[src/rtl/sw_pkg.sv]
// Shared constants and counter-width helper for the switch debouncer.
package sw_pkg;

    localparam int SW_WIDTH        = 8;
    localparam int SW_TICK_DIV     = 100000;
    localparam int SW_STABLE_TICKS = 20;

    // Width of a counter that must hold values 0..n-1; never narrower than 1 bit.
    function automatic int cnt_w(input int n);
        return (n <= 2) ? 1 : $clog2(n);
    endfunction

endpackage

[src/rtl/sw_db_bit.sv]
// One switch bit: 2-flop synchroniser, stability counter, committed bit and change pulse.
module sw_db_bit
    import sw_pkg::*;
#(
    parameter int STABLE_TICKS = SW_STABLE_TICKS,
    parameter int CNT_W        = cnt_w(STABLE_TICKS + 1)
) (
    input  logic clk,
    input  logic rst,
    input  logic sw_i,
    input  logic tick_i,
    output logic sw_o,
    output logic chg_o,
    output logic chg_d_o
);

    localparam logic [CNT_W-1:0] BCNT_LAST = CNT_W'(STABLE_TICKS - 1);

    logic             s1_q, s2_q;
    logic [CNT_W-1:0] bcnt_q, bcnt_d;
    logic             sw_q, sw_d;
    logic             chg_q, chg_d;

    // Agreement with the committed value clears the count ahead of any tick, so
    // a bounce back always restarts the stability window.
    always_comb begin
        bcnt_d = bcnt_q;
        sw_d   = sw_q;
        chg_d  = 1'b0;
        if (s2_q == sw_q) begin
            bcnt_d = '0;
        end else if (tick_i) begin
            if (bcnt_q == BCNT_LAST) begin
                sw_d   = s2_q;
                bcnt_d = '0;
                chg_d  = 1'b1;
            end else begin
                bcnt_d = bcnt_q + CNT_W'(1);
            end
        end
    end

    // Synchroniser chain and debounce state.
    always_ff @(posedge clk or negedge rst) begin
        if (!rst) begin
            s1_q   <= 1'b0;
            s2_q   <= 1'b0;
            bcnt_q <= '0;
            sw_q   <= 1'b0;
            chg_q  <= 1'b0;
        end else begin
            s1_q   <= sw_i;
            s2_q   <= s1_q;
            bcnt_q <= bcnt_d;
            sw_q   <= sw_d;
            chg_q  <= chg_d;
        end
    end

    assign sw_o    = sw_q;
    assign chg_o   = chg_q;
    assign chg_d_o = chg_d;

endmodule

[src/rtl/sw_debounce.sv]
// Switch conditioner: shared tick prescaler, per-bit debounce cells, change summary.
module sw_debounce
    import sw_pkg::*;
#(
    parameter int WIDTH        = SW_WIDTH,
    parameter int TICK_DIV     = SW_TICK_DIV,
    parameter int STABLE_TICKS = SW_STABLE_TICKS
) (
    input  logic             clk,
    input  logic             rst,
    input  logic [WIDTH-1:0] sw_i,
    output logic [WIDTH-1:0] sw_o,
    output logic [WIDTH-1:0] chg_mask,
    output logic             changed,
    output logic             tick
);

    localparam int               PCNT_W    = cnt_w(TICK_DIV);
    localparam int               BCNT_W    = cnt_w(STABLE_TICKS + 1);
    localparam logic [PCNT_W-1:0] PCNT_LAST = PCNT_W'(TICK_DIV - 1);

    logic [PCNT_W-1:0] pcnt_q, pcnt_d;
    logic [WIDTH-1:0]  chg_d;
    logic              changed_q;

    assign tick = (pcnt_q == PCNT_LAST);

    // Free-running prescaler; wraps on the tick and ignores switch activity.
    always_comb begin
        pcnt_d = tick ? '0 : pcnt_q + PCNT_W'(1);
    end

    // Prescaler state and the registered OR of the next-cycle change mask.
    always_ff @(posedge clk or negedge rst) begin
        if (!rst) begin
            pcnt_q    <= '0;
            changed_q <= 1'b0;
        end else begin
            pcnt_q    <= pcnt_d;
            changed_q <= |chg_d;
        end
    end

    assign changed = changed_q;

    for (genvar i = 0; i < WIDTH; i++) begin : g_bit
        sw_db_bit #(
            .STABLE_TICKS (STABLE_TICKS),
            .CNT_W        (BCNT_W)
        ) u_bit (
            .clk     (clk),
            .rst     (rst),
            .sw_i    (sw_i[i]),
            .tick_i  (tick),
            .sw_o    (sw_o[i]),
            .chg_o   (chg_mask[i]),
            .chg_d_o (chg_d[i])
        );
    end

endmodule

[config.mk]
export PLATFORM = sky130hd
export DESIGN_NAME = sw_debounce
export DESIGN_NICKNAME = d
export VERILOG_FILES = /design/src/rtl/sw_pkg.sv /design/src/rtl/sw_db_bit.sv /design/src/rtl/sw_debounce.sv
export SDC_FILE = /design/constraint.sdc
export NUM_CORES = 1
export LEC_CHECK = 0
export ABC_AREA = 1
export CORE_MARGIN = 5
export CORE_UTILIZATION = 65
export CTS_BUF_LIST = sky130_fd_sc_hd__clkbuf_2
export CTS_CLUSTER_SIZE = 20
export DETAILED_ROUTE_END_ITERATION = 10
export DONT_BUFFER_PORTS = 1
export GPL_TIMING_DRIVEN = 1
export PLACE_DENSITY = 0.79
export REMOVE_ABC_BUFFERS = 1
export SYNTH_ARGS = -nofsm -noshare
export SYNTH_HDL_FRONTEND = slang
export SYNTH_SLANG_ARGS = --single-unit
[constraint.sdc]
create_clock -name clk -period 1.85 [get_ports clk]
set_input_delay 0.37 -clock clk [delete_from_list [all_inputs] [get_ports clk]]
set_output_delay 0.37 -clock clk [all_outputs]
set_load 0.02 [all_outputs]
==> results of run 1 <==
==> state kept, by name, indices dropped and copies added, names as in the netlist <==
name,count
changed,1
g_bit.u_bit.bcnt_q,40
g_bit.u_bit.chg_o,8
g_bit.u_bit.s1_q,8
g_bit.u_bit.s2_q,8
g_bit.u_bit.sw_o,8
pcnt_q,17
==> final cells by class <==
cell class	instances	area share, %
Clock buffer	9	0.962
Tap cell	80	2.14
Multi-Input combinational cell	297	38.0
Clock inverter	7	0.989
Inverter	57	4.62
Sequential cell	90	48.1
Timing Repair Buffer	26	5.13
==> per-stage QoR <==
stage	hold slack [ns]	setup WS, ns	power [W]	utilization (%)	instance area (sq um)
3_5_place_dp	0.0786	0.0525	0.00207	66.0	4410
6_report	-0.522	-0.275	0.00286	70.1	4680
5_1_grt	-0.610	-0.404	0.00300	70.1	4680
3_3_place_gp	0.0784	0.138	0.00206	66.0	4410
4_1_cts	-0.573	-0.299	0.00289	69.6	4650
2_1_floorplan	0.0744	0.0667	0.00206	-	4240
==> metal layers <==
metal | global-route usage, % | part of all wire (%) | vias up
li1 | - | - | 1495
met1 | 25.8 | 44 | 1484
met2 | 31.9 | 49 | 75
met3 | 4.27 | 4.7 | 15
met4 | 9.03 | 1.6 | 0
met5 | 0 | 0 | -
==> cells in the final DEF, fill, tap and decap left out, types with 9 or more instances in the layout <==
cell type / count
inv_1: 49
nand4_1: 12
o21ai_2: 24
nor2_1: 32
buf_4: 16
nand3_1: 27
nor3_1: 11
xor2_1: 30
clkbuf_2: 9
dfrtp_1: 89
o21ai_0: 10
nand2_1: 104
==> worst max-delay path, cell delays in order, from the launching register on <==
cell and delay [ns]:
dfrtp_1 0.53, nand2_2 0.10, nor2_4 0.14, nand2_4 0.08, nor2_8 0.10, nand2_4 0.06
inv_4 0.07, buf_12 0.14
==> logic make-up (layout without fill, tap and decap cells) <==
kind of cell,after synthesis,count (layout)
AOI/OAI and AO/OA,42,42
and+or+nand+nor,208,208
DFF,90,90
adders and majority gates,9,9
buffers and inverters,76,99
xor gates and xnor gates,38,38
==> report_power, final <==
group	total (W)	internal (W)	switching, W
Clock	0.000817	0.000166	0.000651
Combinational	0.0000476	0.0000190	0.0000286
Sequential	0.00200	0.00199	0.00000836
==> path summary, 6_finish.rpt <==
kind	endpoint	start	slack, ns
worst min-delay path	pcnt_q[9]	rst	-0.52
worst min register to register	g_bit[5].u_bit.s2_q	g_bit[5].u_bit.s1_q	0.38
max in group asynchronous	g_bit[1].u_bit.chg_o	rst	2.24
min in group clk	g_bit[4].u_bit.s1_q	sw_i[4]	0.36
worst max register to register	pcnt_q[15]	pcnt_q[7]	0.10
worst max-delay path	tick	pcnt_q[7]	-0.28
==> repair_timing <==
| item | 4_1_cts | 5_1_grt |
|---|---|---|
| setup endpoints to repair | 1 | 1 |
| hold endpoints to repair | 98 | 90 |
| setup buffers | 8 | 4 |
| gates resized for setup | 6 | 1 |
| pin swaps | 2 | 2 |
==> impl_metrics.tcl, run 1 <==
set metrics [dict create \
    setup_viol 1 \
    clockRootBuffer "clkbuf_2" \
    ys_async_sr_fraction_pct 100 \
    grt_pass1_vias 2962 \
    syn_inst 463 \
    nets 500 \
    timing.final.crit_share_pct 115 \
    synth_xor_area_share_pct 7.57 \
    maxSlewViolCount 0 \
    io_buffers 0 \
    antenna_cells 0 \
    synth_area_leader_cell "dfrtp_1" \
    r2r_cells 7 \
    cts.sink_count 90 \
    required_ns 1.48 \
    synthTopCellsByArea "dfrtp_1 (51%), nand2_1 (9.0%), xor2_1 (6.0%)" \
    hold_slack_ns -0.522 \
    io_pins 28 \
    clk_latency_ns 0.54 \
    regArea_sq_um 2250 \
    drtAntennaViolNets 0 \
    setup_tns_ns -0.275 \
    die_x_um 92.2 \
    layout-area-overhead-vs-synth_pct 6.52 \
    synth.avg_cell_area_sq_um 9.49 \
    arrival_ns 1.76 \
    routed_wirelength_um 7820 \
    vias 3069 \
    fin_skew_ns 0.0177 \
    critPathCaptureType "output pin" \
    gp_congestion 0.887 \
    max_slew.worst_pin.slew_ns 0.419 \
    ys_seq_area_share_pct 51.2 \
    p_leak_nw 2.37 \
    synth_common_cells "nand2_1 (105), dfrtp_1 (90), inv_1 (51), nor2_1 (33), xor2_1 (30)" \
    critical_path_class "reg2out" \
    nFillCells 512 \
    clock.fmax_mhz 470 \
    ys_ff_latch 90 \
    grt_pass1_wl_um 13300 \
    cp_max_fo 8 \
    cts_tree "yes" \
    powerDensity_nw_per_um2 611 \
    num_rows 30 \
    drt-initial-drc-count 249 \
    synth_top_family_by_area "simple AND/OR/NAND/NOR gates" \
    grt_max_degree 91 \
    synth_ff_type "dfrtp_1" \
    timing.slew.headroom_pct 72.0 \
    min_path_type "in2async" \
    drive_above_1_share_pct 17.9 \
    via_per_inst 5.42 \
    hold_viol 90 \
    start_kind "flop" \
    yosysMostFrequentCell "nand2_1" \
    violations "hold timing, setup timing" \
    vdd.ir_drop.worst_mv 0.414 \
    clk_pin_slew_ns 0.23 \
    die_h_um 92.2 \
    cap_violations 0 \
    synthMuxAreaShare_pct 0 \
    outcome "finished, violations left" \
    worst_slack_ns -0.275 \
    synth-adder-area-share_pct 2.56 \
    synthSimpleGateAreaFrac_pct 23.3 \
    core_sq_um 6680 \
    dr.pass1.iters 5 \
    cts.path.max_buffers 2 \
    rsz0062_at_grt "true" \
    initial_core_util_pct 65.8 \
    synth-edff-count 0 \
    hpwl_um 5330 \
    final_cells 566 \
    grt_use_total_pct 19.8 \
    grt_overflow_total 0 \
    cts.htree.levels 3 \
    drc 0 \
    yosys_warnings 0 \
    wl_per_cell_um 13.8 \
    netlist_area_sq_um 4400 \
    dpl.cell_count 530 \
    cts-buffers-inserted 9 \
    period_needed_ns 2.13 \
    antenna_found_initial 0 \
    netlist.area_leader.share_pct 51.2 \
    dieArea_sq_um 8510 \
    ctsHoldBuffers 8 \
    ys_types 32 \
    synth_compound_gate_area_share_pct 6.83 \
    multi_input_area_sq_um 1780 \
]
No activity file was read; power rests on OpenSTA's default activity.
==> run 2: changes to the inputs <==
PLACE_DENSITY = 0.81   (was 0.79)
==> run 2 against run 1 <==
Compared with the run above:
- the run still ends with hold timing, setup timing left
- core utilization up 2.3 points
- critical path depth did not move
- first-iteration DRC count is 30% lower
- sequential power hardly changed
- worst hold slack got worse by 0.010 ns
- register-to-register slack worse by 0.08 ns
- critical endpoint unchanged
- largest cell class unchanged
- largest power group unchanged
==> impl_metrics.tcl, run 2 (same netlist as run 1, synthesis figures left out) <==
set metrics [dict create \
    outcome "finished, violations left" \
    violations "hold timing, setup timing" \
    r2r_cells 11 \
    crit_slowest_cell "dfrtp_1" \
    layout-area-overhead-vs-synth_pct 10.0 \
    largest_reg_flops 40 \
    dr.pass1.iters 4 \
    p_leak_nw 2.44 \
    maxSlewViolCount 0 \
    mostFrequentLayoutCells "nand2_1 (103), dfrtp_1 (89), inv_1 (49)" \
    gp_congestion 0.881 \
    cp_top_family "flip-flops" \
    postPlaceCellArea_sq_um 4370 \
    num_rows 30 \
    ctsHoldBuffers 8 \
    dieArea_sq_um 8510 \
    timing.final.crit_share_pct 113 \
    required_ns 1.48 \
    antenna_cells 0 \
    top_register "g_bit.u_bit.bcnt_q" \
    critical_path_class "reg2out" \
    powerDensity_nw_per_um2 635 \
    clockRootBuffer "clkbuf_2" \
    grt_pass1_vias 3174 \
    io_buffers 0 \
    start_kind "flop" \
    rsz0062_at_grt "true" \
    io_pins 28 \
    rrSetupSlack_ns 0.02 \
    fin_skew_ns 0.0337 \
    crit_end "tick" \
    vias 3149 \
    critPathCaptureType "output pin" \
    cap_violations 0 \
    wl_per_cell_um 14.5 \
    vdd.ir_drop.worst_mv 0.666 \
    fin_area_sq_um 4840 \
    routed_wirelength_um 8430 \
    period_needed_ns 2.09 \
    nets 515 \
    core_sq_um 6680 \
    final_common_cell "nand2_1" \
    clock.fmax_mhz 479 \
    top_regs "g_bit.u_bit.bcnt_q (40), pcnt_q (17)" \
    total_power_w 0.00307 \
    slowest_delay_ns 0.43 \
    min_path_type "in2async" \
    initial_core_util_pct 65.8 \
    dpl.cell_count 528 \
    die_h_um 92.2 \
    clk_latency_ns 0.55 \
    cts.path.max_buffers 2 \
    cts.sink_count 90 \
    arrival_ns 1.72 \
    clk_pin_slew_ns 0.26 \
    drtAntennaViolNets 0 \
    grt_max_degree 91 \
    cts-buffers-inserted 9 \
    cp_max_fo 5 \
    crit_buf_inv 2 \
    hpwl_um 5440 \
    drive_above_1_share_pct 21.0 \
    worst_slack_ns -0.236 \
    crit_chain "ha_2 > nand2_2 > inv_2 > nand2_4 > nor2_8 > nand2_8 > inv_12" \
    hold_slack_ns -0.532 \
    grt_use_total_pct 21.4 \
    hold_viol 90 \
    max_slew.worst_pin.slew_ns 0.413 \
    via_per_inst 5.43 \
    drc 0 \
    setup_viol 1 \
    timing.rr.end "g_bit[1].u_bit.bcnt_q[4]" \
    cp-startpoint "pcnt_q[1]" \
    grt_overflow_total 0 \
    die_x_um 92.2 \
    timing.slew.headroom_pct 72.4 \
    cts_tree "yes" \
    drt-initial-drc-count 175 \
    crit_cells 7 \
    post-place-ws_ns 0.00417 \
    grt_pass1_wl_um 14500 \
    nFillCells 481 \
    rr_startpoint "pcnt_q[1]" \
    cts.htree.levels 3 \
    final_cells 580 \
    antenna_found_initial 0 \
]
==> run 2: cell count changes in the layout (fill, tap and decap cells not counted), moves of 2 or more <==
| cell | previous run | this run |
|---|---|---|
| nor2_1 | 32 | 30 |
| inv_6 | 0 | 4 |
| buf_12 | 2 | 0 |
| clkinvlp_4 | 5 | 1 |
| buf_4 | 16 | 30 |
==> run 2: cell type report <==
class | count | area (sq um) | share of cell area, %
repair inverters | 2 | 17.5 | 0.362
well taps | 80 | 100 | 2.07
clock buffers | 9 | 45.0 | 0.931
inverters | 57 | 226 | 4.68
repair buffers | 39 | 317 | 6.55
clock inverters | 6 | 75.1 | 1.55
multi-input cells | 297 | 1800 | 37.3
flip-flops and latches | 90 | 2250 | 46.6
==> run 2: how the worst min path moves through the flow <==
stage / to / depth (start not counted)
global placement: pcnt_q[13] / 0
detailed placement: pcnt_q[15] / 0
CTS: g_bit[0].u_bit.chg_o / 0
finish: g_bit[3].u_bit.bcnt_q[4] / 0
floorplan: changed / 0
global route: g_bit[6].u_bit.chg_o / 0
==> run 2: worst register-to-register path, stage by stage (launching register included) <==
cell and delay, ns:
dfrtp_1 0.43, ha_2 0.21, nand2_2 0.07, inv_2 0.08, nand2_4 0.07, nor2_8 0.15
nand2_8 0.08, buf_4 0.13, buf_4 0.16, inv_6 0.13, nand3b_2 0.12, o21ai_1 0.14
==> run 2: where the power goes <==
part	switching [W]	internal, W	total (W)
registers	0.00000957	0.00199	0.00200
logic	0.0000289	0.0000193	0.0000482
clock network	0.000695	0.000327	0.00102
total	0.000733	0.00234	0.00307
==> run 2: repair_timing <==
| item | CTS | global route |
|---|---|---|
| setup endpoints to repair | 1 | 3 |
| hold endpoints to repair | 98 | 90 |
| pin swaps | 9 | 5 |
| gates resized for setup | 13 | 3 |
| buffers inserted | 19 | 8 |
| cloned | 2 | 0 |
==> run 2: per-stage QoR <==
stage,utilization (%),setup TNS [ns],hold WS [ns]
after floorplan,-,0,0.0744
after detailed placement,65.4,0,0.0780
after global routing,72.4,-1.74,-0.615
after CTS,71.3,-0.174,-0.573
final,72.4,-0.236,-0.532
after global placement,65.4,0,0.0780
==> run 2: metal layers <==
| metal | up-vias | global-route usage [%] | part of all wire [%] |
|---|---|---|---|
| met3 | 17 | 4.35 | 4.1 |
| li1 | 1524 | - | - |
| met5 | - | 0 | 0 |
| met4 | 0 | 8.42 | 2.3 |
| met1 | 1543 | 27.5 | 42 |
| met2 | 65 | 35.8 | 51 |
==> run 3: changes to the inputs <==
REMOVE_ABC_BUFFERS = not set   (was 1)
==> run 3 against run 2 <==
Compared with the run above:
- the flow still finishes with violations (hold timing, setup timing)
- critical path depth is the same
- sequential power is essentially flat
- sequential cell count is the same
- die area is the same
- final cell count shrank 1.2%
- setup slack gained 0.028 ns
- largest cell class unchanged
- first-iteration DRC count grew 5.1%
==> impl_metrics.tcl, run 3 (same netlist as run 1, synthesis figures left out) <==
set metrics [dict create \
    outcome "finished, violations left" \
    violations "hold timing, setup timing" \
    max_slew.worst_pin.slew_ns 0.409 \
    comb_power_share_pct 1.7 \
    arrival_ns 1.69 \
    p_seq_share_pct 66.1 \
    via_per_inst 5.37 \
    largest_reg_flops 40 \
    io_buffers 0 \
    hold_slack_ns -0.523 \
    required_ns 1.48 \
    grt_use_total_pct 20.6 \
    post-place-ws_ns 0.0568 \
    cp_top_family "flip-flops" \
    timing.final.crit_share_pct 111 \
    final_common_cell "nand2_1" \
    worst_slack_ns -0.208 \
    cts-buffers-inserted 9 \
    p_sw_w 0.000694 \
    die_h_um 92.2 \
    clkPwrFrac_pct 32.2 \
    num_rows 30 \
    top_regs "g_bit.u_bit.bcnt_q (40), pcnt_q (17)" \
    crit_slowest_cell "dfrtp_1" \
    die_x_um 92.2 \
    setup_tns_ns -0.208 \
    swShare_pct 23.0 \
    dieArea_sq_um 8510 \
    antenna_cells 0 \
    intPower_w 0.00233 \
    slowest_delay_ns 0.42 \
    cp_max_fo 5 \
    grt_pass1_wl_um 13800 \
    grt_max_degree 91 \
    start_kind "flop" \
    mostFrequentLayoutCells "nand2_1 (103), dfrtp_1 (89), inv_1 (49)" \
    min_path_type "in2async" \
    period_needed_ns 2.06 \
    timing.slew.headroom_pct 72.6 \
    core_sq_um 6680 \
    routed_wirelength_um 8050 \
    antenna_found_initial 0 \
    maxSlewViolCount 0 \
    critical_path_class "reg2out" \
    wl_per_cell_um 14.1 \
    grt_pass1_vias 3055 \
    cts.path.max_buffers 2 \
    layout-area-overhead-vs-synth_pct 9.02 \
    setup_viol 1 \
    clock.fmax_mhz 486 \
    cts_tree "yes" \
    nets 507 \
    critPathCaptureType "output pin" \
    crit_buf_inv 2 \
    ctsHoldBuffers 8 \
    initial_core_util_pct 65.8 \
    cts.sink_count 90 \
    clockRootBuffer "clkbuf_2" \
    cts.htree.levels 3 \
    drtAntennaViolNets 0 \
    drc 0 \
    gp_congestion 0.808 \
    total_power_w 0.00302 \
    clk_latency_ns 0.54 \
    syn_nets 482 \
    crit_chain "ha_2 > nand2_2 > inv_2 > nand2_4 > nor2_8 > nand2_8 > inv_12" \
    vias 3077 \
    rsz0062_at_grt "true" \
    powerDensity_nw_per_um2 630 \
    dr.pass1.iters 5 \
    hpwl_um 5390 \
    vdd.ir_drop.worst_mv 0.547 \
    drive_above_1_share_pct 20.3 \
    io_pins 28 \
    top_register "g_bit.u_bit.bcnt_q" \
    nFillCells 477 \
    clk_pin_slew_ns 0.24 \
    drt-initial-drc-count 184 \
    cap_violations 0 \
    fin_skew_ns 0.0323 \
    hold_viol 90 \
    grt_overflow_total 0 \
    p_leak_nw 2.40 \
]
run 3: cell types whose count changed in the layout (fill, tap and decap cells not counted), sizes merged:
| cell | before | now |
|---|---|---|
| clkbuf | 9 | 10 |
| clkinv | 1 | 2 |
| inv | 62 | 60 |
| clkinvlp | 1 | 3 |
| buf | 31 | 22 |
run 3: routing by layer:
layer	GRT usage (%)	share of wire (%)	routed length, um	vias to the layer above
met4	8.66	1.2	97	0
li1	-	-	-	1508
met5	0	0	0	-
met1	25.5	42	3350	1485
met3	4.43	6.0	482	12
met2	34.9	51	4130	72
run 3: power groups by stage:
stage	clock network [W]	registers (W)	logic, W
floorplan	0	0.00203	0.0000273
global placement	0	0.00203	0.0000325
detailed placement	0	0.00203	0.0000330
CTS	0.00100	0.00200	0.0000461
global route	0.00111	0.00200	0.0000568
finish	0.000973	0.00200	0.0000510
run 3: layout make-up:
type	instances	area, sq um	area share (%)
sequential	90	2250	47.0
tap	80	100	2.09
clock inverter	6	66.3	1.38
timing repair inverter	3	33.8	0.705
clock buffer	10	50.0	1.04
inverter	57	226	4.73
multi-input combinational	297	1820	37.9
timing repair buffer	30	245	5.12
run 3: worst paths after layout:
check	startpoint	to	slack (ns)	depth (start not counted)
max in group asynchronous	rst	g_bit[7].u_bit.bcnt_q[1]	2.20	0
worst max-delay path	pcnt_q[1]	tick	-0.21	7
worst min-delay path	rst	pcnt_q[6]	-0.52	0
worst max register to register	pcnt_q[1]	g_bit[1].u_bit.sw_o	0.05	11
min in group clk	g_bit[0].u_bit.s1_q	g_bit[0].u_bit.s2_q	0.36	0
worst min register to register	g_bit[0].u_bit.s1_q	g_bit[0].u_bit.s2_q	0.36	0
run 3: per-stage QoR:
stage | instances | hold slack, ns | utilization, % | area (sq um)
6_report | 573 | -0.523 | 71.7 | 4790
5_1_grt | 573 | -0.621 | 71.7 | 4790
4_1_cts | 566 | -0.564 | 70.5 | 4710
3_5_place_dp | 529 | 0.0767 | 65.5 | 4370
3_3_place_gp | 529 | 0.0771 | 65.5 | 4370
2_1_floorplan | 463 | 0.0744 | - | 4400
run 3: what timing repair did:
action | 4_1_cts | 5_1_grt
endpoints found under the hold margin | 98 | 90
pin swaps | 5 | 5
gates resized for setup | 11 | 10
endpoints found under the setup margin | 1 | 7
cloned | 2 | 1
setup buffers | 11 | 7
